### src/rtl/led_sw_pkg.sv
// led_sw_pkg: register map constants, bus width and address decode for led_sw_ctrl
package led_sw_pkg;
   localparam int DATA_W = 32;
   typedef enum logic [2:0] {
      A_SW    = 3'd0,
      A_LED   = 3'd1,
      A_EDGE  = 3'd2,
      A_MASK  = 3'd3,
      A_BLINK = 3'd4
   } addr_e;
endpackage

### src/rtl/sw_debounce.sv
// sw_debounce: 2-FF synchronizer, tick-sampled history and debounced switch vector
module sw_debounce #(
   parameter int W = 10
) (
   input  logic         clk,
   input  logic         reset,
   input  logic         tick,
   input  logic [W-1:0] sw,
   output logic [W-1:0] deb,
   output logic [W-1:0] chg
);
   logic [W-1:0] s1, s2, samp, deb_q;
   // synchronize, then on each tick accept a bit only when two samples agree
   always_ff @(posedge clk or posedge reset)
      if (reset) begin
         s1    <= '0;
         s2    <= '0;
         samp  <= '0;
         deb   <= '0;
         deb_q <= '0;
      end else begin
         s1    <= sw;
         s2    <= s1;
         deb_q <= deb;
         if (tick) begin
            samp <= s2;
            deb  <= (s2 & samp) | ((s2 ^ samp) & deb);
         end
      end
   assign chg = deb ^ deb_q;
endmodule

### src/rtl/led_sw_ctrl.sv
// led_sw_ctrl: Avalon-MM switch/LED peripheral with edge IRQ; optional blink via LED_SW_CTRL_BLINK_EN
module led_sw_ctrl
   import led_sw_pkg::*;
#(
   parameter int N_IO      = 10,
   parameter int DEB_TICK  = 50000,
   parameter int BLINK_DIV = 12500000
) (
   input  logic              clk,
   input  logic              reset,
   input  logic [2:0]        avs_address,
   input  logic              avs_read,
   input  logic              avs_write,
   input  logic [DATA_W-1:0] avs_writedata,
   output logic [DATA_W-1:0] avs_readdata,
   input  logic [N_IO-1:0]   sw,
   output logic [N_IO-1:0]   ledr,
   output logic              irq
);
   localparam int DW = $clog2(DEB_TICK);
   localparam logic [DW-1:0] DMAX = DW'(DEB_TICK - 1);
   logic [DW-1:0]     dcnt;
   logic              tick;
   logic [N_IO-1:0]   deb, chg, led, edg, mask, blink, wd;
   logic [DATA_W-1:0] rd;
   addr_e             a;
   logic              unused_wd;
   assign a         = addr_e'(avs_address);
   assign wd        = avs_writedata[N_IO-1:0];
   assign tick      = dcnt == DMAX;
   assign unused_wd = ^avs_writedata;
   // free-running debounce prescaler
   always_ff @(posedge clk or posedge reset)
      if (reset) dcnt <= '0;
      else dcnt <= tick ? '0 : dcnt + 1'b1;
   sw_debounce #(.W(N_IO)) u_deb (
      .clk  (clk),
      .reset(reset),
      .tick (tick),
      .sw   (sw),
      .deb  (deb),
      .chg  (chg)
   );
   // register file; a new edge overrides a same-cycle clearing write
   always_ff @(posedge clk or posedge reset)
      if (reset) begin
         led          <= '0;
         edg          <= '0;
         mask         <= '0;
         irq          <= 1'b0;
         avs_readdata <= '0;
      end else begin
         led  <= (avs_write && a == A_LED) ? wd : led;
         mask <= (avs_write && a == A_MASK) ? wd : mask;
         edg  <= chg | (edg & ~((avs_write && a == A_EDGE) ? wd : '0));
         irq  <= |(edg & mask);
         if (avs_read) avs_readdata <= rd;
      end
   // read mux, zero-extended to the bus width
   always_comb begin
      rd = '0;
      case (a)
         A_SW:    rd[N_IO-1:0] = deb;
         A_LED:   rd[N_IO-1:0] = led;
         A_EDGE:  rd[N_IO-1:0] = edg;
         A_MASK:  rd[N_IO-1:0] = mask;
         A_BLINK: rd[N_IO-1:0] = blink;
         default: rd = '0;
      endcase
   end
`ifdef LED_SW_CTRL_BLINK_EN
   localparam int BW = $clog2(BLINK_DIV);
   localparam logic [BW-1:0] BMAX = BW'(BLINK_DIV - 1);
   logic [BW-1:0] bcnt;
   logic          phase;
   // blink phase generator and BLINK register
   always_ff @(posedge clk or posedge reset)
      if (reset) begin
         bcnt  <= '0;
         phase <= 1'b0;
         blink <= '0;
      end else begin
         bcnt  <= bcnt == BMAX ? '0 : bcnt + 1'b1;
         phase <= bcnt == BMAX ? ~phase : phase;
         blink <= (avs_write && a == A_BLINK) ? wd : blink;
      end
   assign ledr = led & ~(blink & {N_IO{~phase}});
`else
   logic unused_blink;
   assign unused_blink = ^BLINK_DIV;
   assign blink        = '0;
   assign ledr         = led;
`endif
endmodule

### config.mk
export PLATFORM = sky130hd
export DESIGN_NAME = led_sw_ctrl
export DESIGN_NICKNAME = d
export VERILOG_FILES = /design/src/rtl/led_sw_pkg.sv /design/src/rtl/sw_debounce.sv /design/src/rtl/led_sw_ctrl.sv
export SDC_FILE = /design/constraint.sdc
export NUM_CORES = 1
export LEC_CHECK = 0
export ABC_AREA = 1
export BUFFER_PORTS_ARGS = -buffer_cell sky130_fd_sc_hd__buf_2
export CORE_ASPECT_RATIO = 0.6
export CORE_MARGIN = 8
export CORE_UTILIZATION = 59
export DETAILED_ROUTE_END_ITERATION = 12
export PLACE_DENSITY_LB_ADDON = 0.12
export SYNTH_ARGS = -nofsm -noshare
export SYNTH_HDL_FRONTEND = slang
export SYNTH_SLANG_ARGS = --single-unit
export TNS_END_PERCENT = 50
### constraint.sdc
create_clock -name clk -period 7.3 [get_ports clk]
set_clock_uncertainty 0.05 [all_clocks]
set_input_delay 0.73 -clock clk [delete_from_list [all_inputs] [get_ports clk]]
set_output_delay 0.73 -clock clk [all_outputs]
set_load 0.02 [all_outputs]
==> results of run 1 <==
[per-stage QoR]
stage / hold slack, ns / setup WS, ns
3_5_place_dp: 0.285 / 4.27
4_1_cts: 0.299 / 4.63
5_1_grt: 0.311 / 4.34
2_1_floorplan: 0.281 / 3.70
6_report: 0.297 / 4.67
3_3_place_gp: 0.284 / 4.45
[sequential cells by signal, indices dropped and copies added (netlist names)]
signal / cells
u_deb.s1: 10
mask: 10
ledr: 10
u_deb.samp: 10
avs_readdata: 10
u_deb.deb_q: 10
edg: 10
irq: 1
dcnt: 16
u_deb.s2: 10
u_deb.deb: 10
[power groups by stage]
stage          Clock, mW  Sequential [mW]  Combinational [mW]
6_report           0.493            0.670               0.138
4_1_cts            0.506            0.669               0.140
2_1_floorplan          0            0.697              0.0775
3_5_place_dp           0            0.680               0.140
5_1_grt            0.526            0.676               0.156
3_3_place_gp           0            0.679               0.135
[how the worst min path moves through the flow]
stage	startpoint	to	cells past startpoint	slack [ns]
2_1_floorplan	u_deb.s1[0]$_DFF_PP0_	u_deb.s2[0]$_DFF_PP0_	0	0.28
3_3_place_gp	u_deb.s1[8]$_DFF_PP0_	u_deb.s2[8]$_DFF_PP0_	0	0.28
3_5_place_dp	u_deb.s1[5]$_DFF_PP0_	u_deb.s2[5]$_DFF_PP0_	0	0.28
4_1_cts	u_deb.s1[8]$_DFF_PP0_	u_deb.s2[8]$_DFF_PP0_	0	0.30
5_1_grt	u_deb.s1[7]$_DFF_PP0_	u_deb.s2[7]$_DFF_PP0_	0	0.31
6_report	u_deb.s1[8]$_DFF_PP0_	u_deb.s2[8]$_DFF_PP0_	0	0.30
[cell type report]
class | count | area [µm²]
Sequential cell | 107 | 2680
Fill cell | 657 | 2560
Multi-Input combinational cell | 358 | 1810
Timing Repair Buffer | 49 | 250
Clock buffer | 9 | 225
Inverter | 38 | 146
Tap cell | 108 | 135
Clock inverter | 6 | 78.8
[layout by cell type, fill, tap and decap left out, types with 2 or more instances in the layout]
| master | Yosys | routed |
|---|---|---|
| sky130_fd_sc_hd__ha_1 | 11 | 11 |
| sky130_fd_sc_hd__nor2_4 | 3 | 3 |
| sky130_fd_sc_hd__clkbuf_16 | 0 | 9 |
| sky130_fd_sc_hd__conb_1 | 1 | 22 |
| sky130_fd_sc_hd__inv_2 | 2 | 2 |
| sky130_fd_sc_hd__buf_4 | 25 | 2 |
| sky130_fd_sc_hd__inv_6 | 0 | 3 |
| sky130_fd_sc_hd__nand2_4 | 2 | 2 |
| sky130_fd_sc_hd__dfrtp_1 | 107 | 107 |
| sky130_fd_sc_hd__buf_2 | 3 | 47 |
| sky130_fd_sc_hd__nand3b_1 | 12 | 12 |
| sky130_fd_sc_hd__inv_1 | 32 | 31 |
| sky130_fd_sc_hd__nor2_1 | 29 | 29 |
| sky130_fd_sc_hd__nand2_1 | 137 | 137 |
| sky130_fd_sc_hd__inv_8 | 0 | 2 |
| sky130_fd_sc_hd__nand2_2 | 3 | 3 |
| sky130_fd_sc_hd__a21oi_1 | 12 | 12 |
| sky130_fd_sc_hd__o21ai_0 | 30 | 30 |
| sky130_fd_sc_hd__xor2_1 | 6 | 6 |
| sky130_fd_sc_hd__xnor2_1 | 11 | 11 |
| sky130_fd_sc_hd__clkinv_1 | 3 | 3 |
| sky130_fd_sc_hd__nand3_1 | 51 | 51 |
| sky130_fd_sc_hd__nand4_1 | 22 | 22 |
| sky130_fd_sc_hd__nor2_2 | 3 | 3 |
[per-layer routing]
layer	vias up	GRT usage, %
met1	1665	25.2
met5	-	0
met2	94	26.7
li1	1734	-
met4	0	5.84
met3	16	6.24
[worst max-delay path: stages]
cell and delay (ns):
sky130_fd_sc_hd__buf_2 0.24, sky130_fd_sc_hd__inv_1 0.06, sky130_fd_sc_hd__nor2_1 0.63, sky130_fd_sc_hd__nand3_1 0.75, sky130_fd_sc_hd__o21ai_0 0.41
[cell families after synthesis]
logic type | after synthesis
adder cells (fa/ha/maj) | 11
other | 1
AND/OR/NAND/NOR | 263
flip-flops | 107
XOR/XNOR | 17
AO/OA/AOI/OAI | 45
buffers and inverters | 78
==> results.cfg, run 1 <==
[run_status]
run_status = finished, final reports clean

[setup_path]
cell_count_of_the_worst_reg_to_reg_path = 8
critical_path.reg2reg.endpoint = u_deb.deb[4]$_DFFE_PP0N_
setup.worst_path.start = avs_address[1]
timing.critical_path.to = mask[9]$_DFFE_PP0P_
rrSetupSlack_ns = 5.43
category_of_the_most_critical_setup_path = primary input to register
arrival_ns = 2.83
worst_r2r_startpoint = dcnt[0]$_DFF_PP0_
worst_ep_required_time_ns = 7.50
crit_path_start_kind = primary input
cp-end-kind = register
crit_fanout = 20

[pwr]
worst_ir_drop_vdd_mv = 0.144
post-layout-total-power_mw = 1.30
net-switching-power_mw = 0.349
clkPwrFrac_pct = 37.9
power.sequential.fraction_pct = 51.5
share_comb_of_total_power_pct = 10.6
cellPowerDensity_mw_per_mm2 = 244
switching_share_pct = 26.8
leak_pwr_nw = 2.81
internal_power_mw = 0.952

[synthesis]
synth_edf_count = 0
yosys-top-cells-area = sky130_fd_sc_hd__dfrtp_1 56%, sky130_fd_sc_hd__nand2_1 11%, sky130_fd_sc_hd__nand3_1 5.3%
top_post_synthesis_cells_by_count = 137 x sky130_fd_sc_hd__nand2_1, 107 x sky130_fd_sc_hd__dfrtp_1, 51 x sky130_fd_sc_hd__nand3_1
most_used_standard_cell_by_instance_count_after_synthesis = sky130_fd_sc_hd__nand2_1
synth_area_mm2 = 0.00482
async_flop_share_pct = 100
synth_largest_type_area_fraction_pct = 55.6
yosys.area_share.simple_pct = 25.1
synth-seq-cells = 107
dominantRegCellSynth = sky130_fd_sc_hd__dfrtp_1
yosys_warnings = 0
synth.area.mux_share_pct = 0
mean_syn_cell_area_um2 = 9.23
synth_top_area_cell = sky130_fd_sc_hd__dfrtp_1
combinational_family_with_the_most_area_after_synthesis = simple AND/OR/NAND/NOR gates
synth_compound_gate_area_share_pct = 4.81
ys_seq_area_share_pct = 55.6
synthAdderAreaFrac_pct = 2.86
synth_xor_area_share_pct = 3.09
synthesis.instances = 522
synth.lib_cells_used.distinct = 28

[finish]
drive_gt1_share_pct = 14.1
layout.cells.non_filler = 675
total_inserted_antenna_cells = 0
post-route-util_pct = 67.5
layout.nets = 623
finish.instance_area_mm2 = 0.00532
layout-area-overhead-vs-synth_pct = 10.5

[detailed_routing]
route.met3.wl_um = 602
avgViaCountPerCell = 5.20
drt_iter0_markers = 325
wl_met2_um = 4340
drt-met1-wl_um = 4790
detailedRoute.firstPassIterationCount = 5
top_layer = met4
post_drt_wl_per_cell_um = 14.6
route.detailed.drc = 0
routed-via-count = 3509
drt-total-wl_um = 9880
drt.antenna.violating_nets = 0

[cts]
cts.root.buffer_cell = sky130_fd_sc_hd__clkbuf_16
cts_resized = 0
clk_latency_ns = 0.35
post_cts.repair.setup_buffers = 0
clock_sinks = 107
numCtsBuffers = 9
clkSlewWorstSetupHoldPaths_ns = 0.07
cts_tree = yes
cts.hold.buffers_added = 0
htreeDepth = 3
clockBufferDepth = 2

[die]
num_io_pins = 92
die_h_um = 86.0
placementRows = 25
coreArea_mm2 = 0.00788
starting_utilization_of_the_core_area_pct = 61.1
die_width_um = 133
die_area_mm2 = 0.0114

[run]
drv.max_cap_violation_count = 0

[timing]
post-route-period-util_pct = 36.1
min_period_ns = 2.63
tightest_slew_ns = 0.901
setup_viol_count_final = 0
setup_repair_after_global_routing_missed_its_margin = no
slew_violations = 0
finalSetupTns_ns = 0
relSlewSlack_pct = 40.0
final-hold-violation-count = 0
fmax_mhz = 380

[hold_path]
hold_path_class = register to register

[placement]
hpwlAfterDp_um = 7030
dp.cells = 660
gp_routability_congestion = 0.825
dpl_cell_area_mm2 = 0.00502
port_buffers = 47

[global_route]
grt_pass1_wl_um = 16900
grt_use_total_pct = 18.3
antenna_found_initial = 0
grt_overflow = 0
grt_pass1_vias = 3450
maximum_number_of_pins_on_one_net_before_global_route_repair = 73
Note: power is estimated with default switching activity, not from simulation.
==> run 2, diff against run 1 <==
CORE_UTILIZATION = 50   (was 59)
clock period = 2.2 ns   (was 7.3 ns; I/O delays follow)
==> run 2 against run 1 <==
Compared with the run above: the run now ends with hold timing left; register-to-register slack lost 4.7 ns; non-clock buffer count grew 17; combinational power grew to 3.5 times the previous value; routed wire length grew 2.4%; final cell count grew 5.6%; power grew to 3.2 times the previous value; first-iteration DRC count shrank 27%; cell area grew 2.9%; flip-flop and latch count is the same; worst hold slack lost 0.34 ns; critical endpoint is now dcnt[3]$_DFF_PP0_; largest cell class unchanged.
==> results.cfg, run 2 (synthesized netlist as in run 1, its figures left out) <==
[global_route]
grt_pass1_vias = 3518
grt_overflow = 0
maximum_number_of_pins_on_one_net_before_global_route_repair = 108
grt_use_total_pct = 16.3
antenna_found_initial = 0
grt_pass1_wl_um = 17300

[finish]
layout-area-overhead-vs-synth_pct = 13.8
largest_register_ffs = 16
total_inserted_antenna_cells = 0
largest-register = dcnt
post-route-util_pct = 59.2
mostFrequentLayoutCells = 137 x sky130_fd_sc_hd__nand2_1, 107 x sky130_fd_sc_hd__dfrtp_1, 51 x sky130_fd_sc_hd__nand3_1
layout.nets = 640
layout_commonest_cell = sky130_fd_sc_hd__nand2_1
drive_gt1_share_pct = 14.8

[setup_path]
rrSetupSlack_ns = 0.69
crit_path_max_incr_delay_ns = 0.41
critical_path.top_delay_family = simple AND/OR/NAND/NOR gates
category_of_the_most_critical_setup_path = register to register
cp_num_cells = 8
timing.critical_path.cells = ha_1 > nand2_2 > clkinv_2 > nand2_4 > nor2_4 > nand2_4 > inv_1 > nor2_1
cp-end-kind = register
timing.critical_path.to = dcnt[3]$_DFF_PP0_
cell_count_of_the_worst_reg_to_reg_path = 8
critical_path.reg2reg.endpoint = dcnt[3]$_DFF_PP0_
crit_fanout = 15
crit_path_start_kind = register
setup.worst_path.start = dcnt[0]$_DFF_PP0_
arrival_ns = 1.74
cpMostUsedCell = sky130_fd_sc_hd__nand2_4
cp_slowest_cell = sky130_fd_sc_hd__dfrtp_1
critical_path_buf_inv_count = 2
worst_ep_required_time_ns = 2.43
worst_r2r_startpoint = dcnt[0]$_DFF_PP0_

[timing]
timing.final.ws_setup_ns = 0.687
slew_violations = 0
post-route-period-util_pct = 68.8
final-hold-violation-count = 24
relSlewSlack_pct = 52.0
setup_repair_after_global_routing_missed_its_margin = no
finalSetupTns_ns = 0
tightest_slew_ns = 0.718
min_period_ns = 1.51
fmax_mhz = 661
setup_viol_count_final = 0
final.hold.worst_slack_ns = -0.0446

[placement]
port_buffers = 47
place_ws_ns = 0.451
hpwlAfterDp_um = 7060
gp_routability_congestion = 0.822

[die]
die_area_mm2 = 0.0131
die_h_um = 92.0
starting_utilization_of_the_core_area_pct = 52.0
coreArea_mm2 = 0.00926
die_width_um = 143
num_io_pins = 92
placementRows = 27

[detailed_routing]
drt-total-wl_um = 10100
post_drt_wl_per_cell_um = 14.2
drt.antenna.violating_nets = 0
drt_iter0_markers = 237
avgViaCountPerCell = 5.08
detailedRoute.firstPassIterationCount = 4
routed-via-count = 3623
route.detailed.drc = 0

[pwr]
share_comb_of_total_power_pct = 11.5
worst_ir_drop_vdd_mv = 0.430
switching_share_pct = 27.3
leak_pwr_nw = 2.87
power.sequential.fraction_pct = 53.2
internal_power_mw = 3.04
net-switching-power_mw = 1.14
clkPwrFrac_pct = 35.3
cellPowerDensity_mw_per_mm2 = 762

[cts]
clockBufferDepth = 2
numCtsBuffers = 9
htreeDepth = 3
clock_sinks = 107
cts_resized = 0
cts_tree = yes
post_cts.repair.setup_buffers = 0
clkSlewWorstSetupHoldPaths_ns = 0.07
clk_latency_ns = 0.34
cts.root.buffer_cell = sky130_fd_sc_hd__clkbuf_16

[run_status]
violations_in_the_final_reports = hold timing
run_status = finished with violations

[hold_path]
hold_path_class = primary input to asynchronous set/reset pin

[run]
drv.max_cap_violation_count = 0
-- run 2: power groups by stage --
stage                     Clock (mW)  Sequential (mW)  Combinational, mW
after global routing            1.59             2.24              0.541
after floorplan                    0             2.31              0.258
after global placement             0             2.25              0.461
after detailed placement           0             2.26              0.471
final                           1.47             2.22              0.479
after CTS                       1.52             2.22              0.487
-- run 2: worst min path at each step --
| stage | slack [ns] | cells past startpoint | to |
|---|---|---|---|
| 3_3_place_gp | 0.28 | 1 | u_deb.s1[5]$_DFF_PP0_ |
| 5_1_grt | 0.03 | 3 | dcnt[10]$_DFF_PP0_ |
| 6_report | -0.04 | 3 | dcnt[14]$_DFF_PP0_ |
| 3_5_place_dp | 0.28 | 1 | u_deb.s1[4]$_DFF_PP0_ |
| 2_1_floorplan | 0.20 | 0 | u_deb.s1[0]$_DFF_PP0_ |
| 4_1_cts | 0.02 | 3 | dcnt[14]$_DFF_PP0_ |
-- run 2: repair_timing --
action	in CTS	in global routing
endpoints found under the setup margin	0	0
endpoints found under the hold margin	10	0
hold buffers	10	0
-- run 2: layout make-up --
| class | instances | area (µm²) |
|---|---|---|
| inverter | 38 | 148 |
| fill | 839 | 3780 |
| multi-input combinational | 358 | 1810 |
| clock inverter | 5 | 41.3 |
| clock buffer | 9 | 225 |
| timing repair buffer | 66 | 415 |
| sequential | 107 | 2680 |
| tap | 130 | 163 |
-- run 2: routing by layer --
layer  track usage [%]  up-vias  routed length, µm  share of wire, %
li1                  -     1764                  -                 -
met1              22.9     1753               4950                49
met2              24.6      100               4490                44
met3              4.35        6                625               6.2
met4              4.40        0                 44              0.44
met5                 0        -                  0                 0
-- run 2: worst min-delay path: cells and delay by family --
family / cells / cell delay [ns]
buf+inv: 3 / 0.58
-- run 2: per-stage QoR --
step                      hold WS [ns]  power (mW)  cells  area [µm²]
final                          -0.0446        4.17    713        5480
after global routing            0.0348        4.37    713        5480
after CTS                       0.0177        4.23    713        5480
after detailed placement         0.279        2.73    689        5110
after global placement           0.278        2.71    689        5110
after floorplan                  0.201        2.57    543        4900
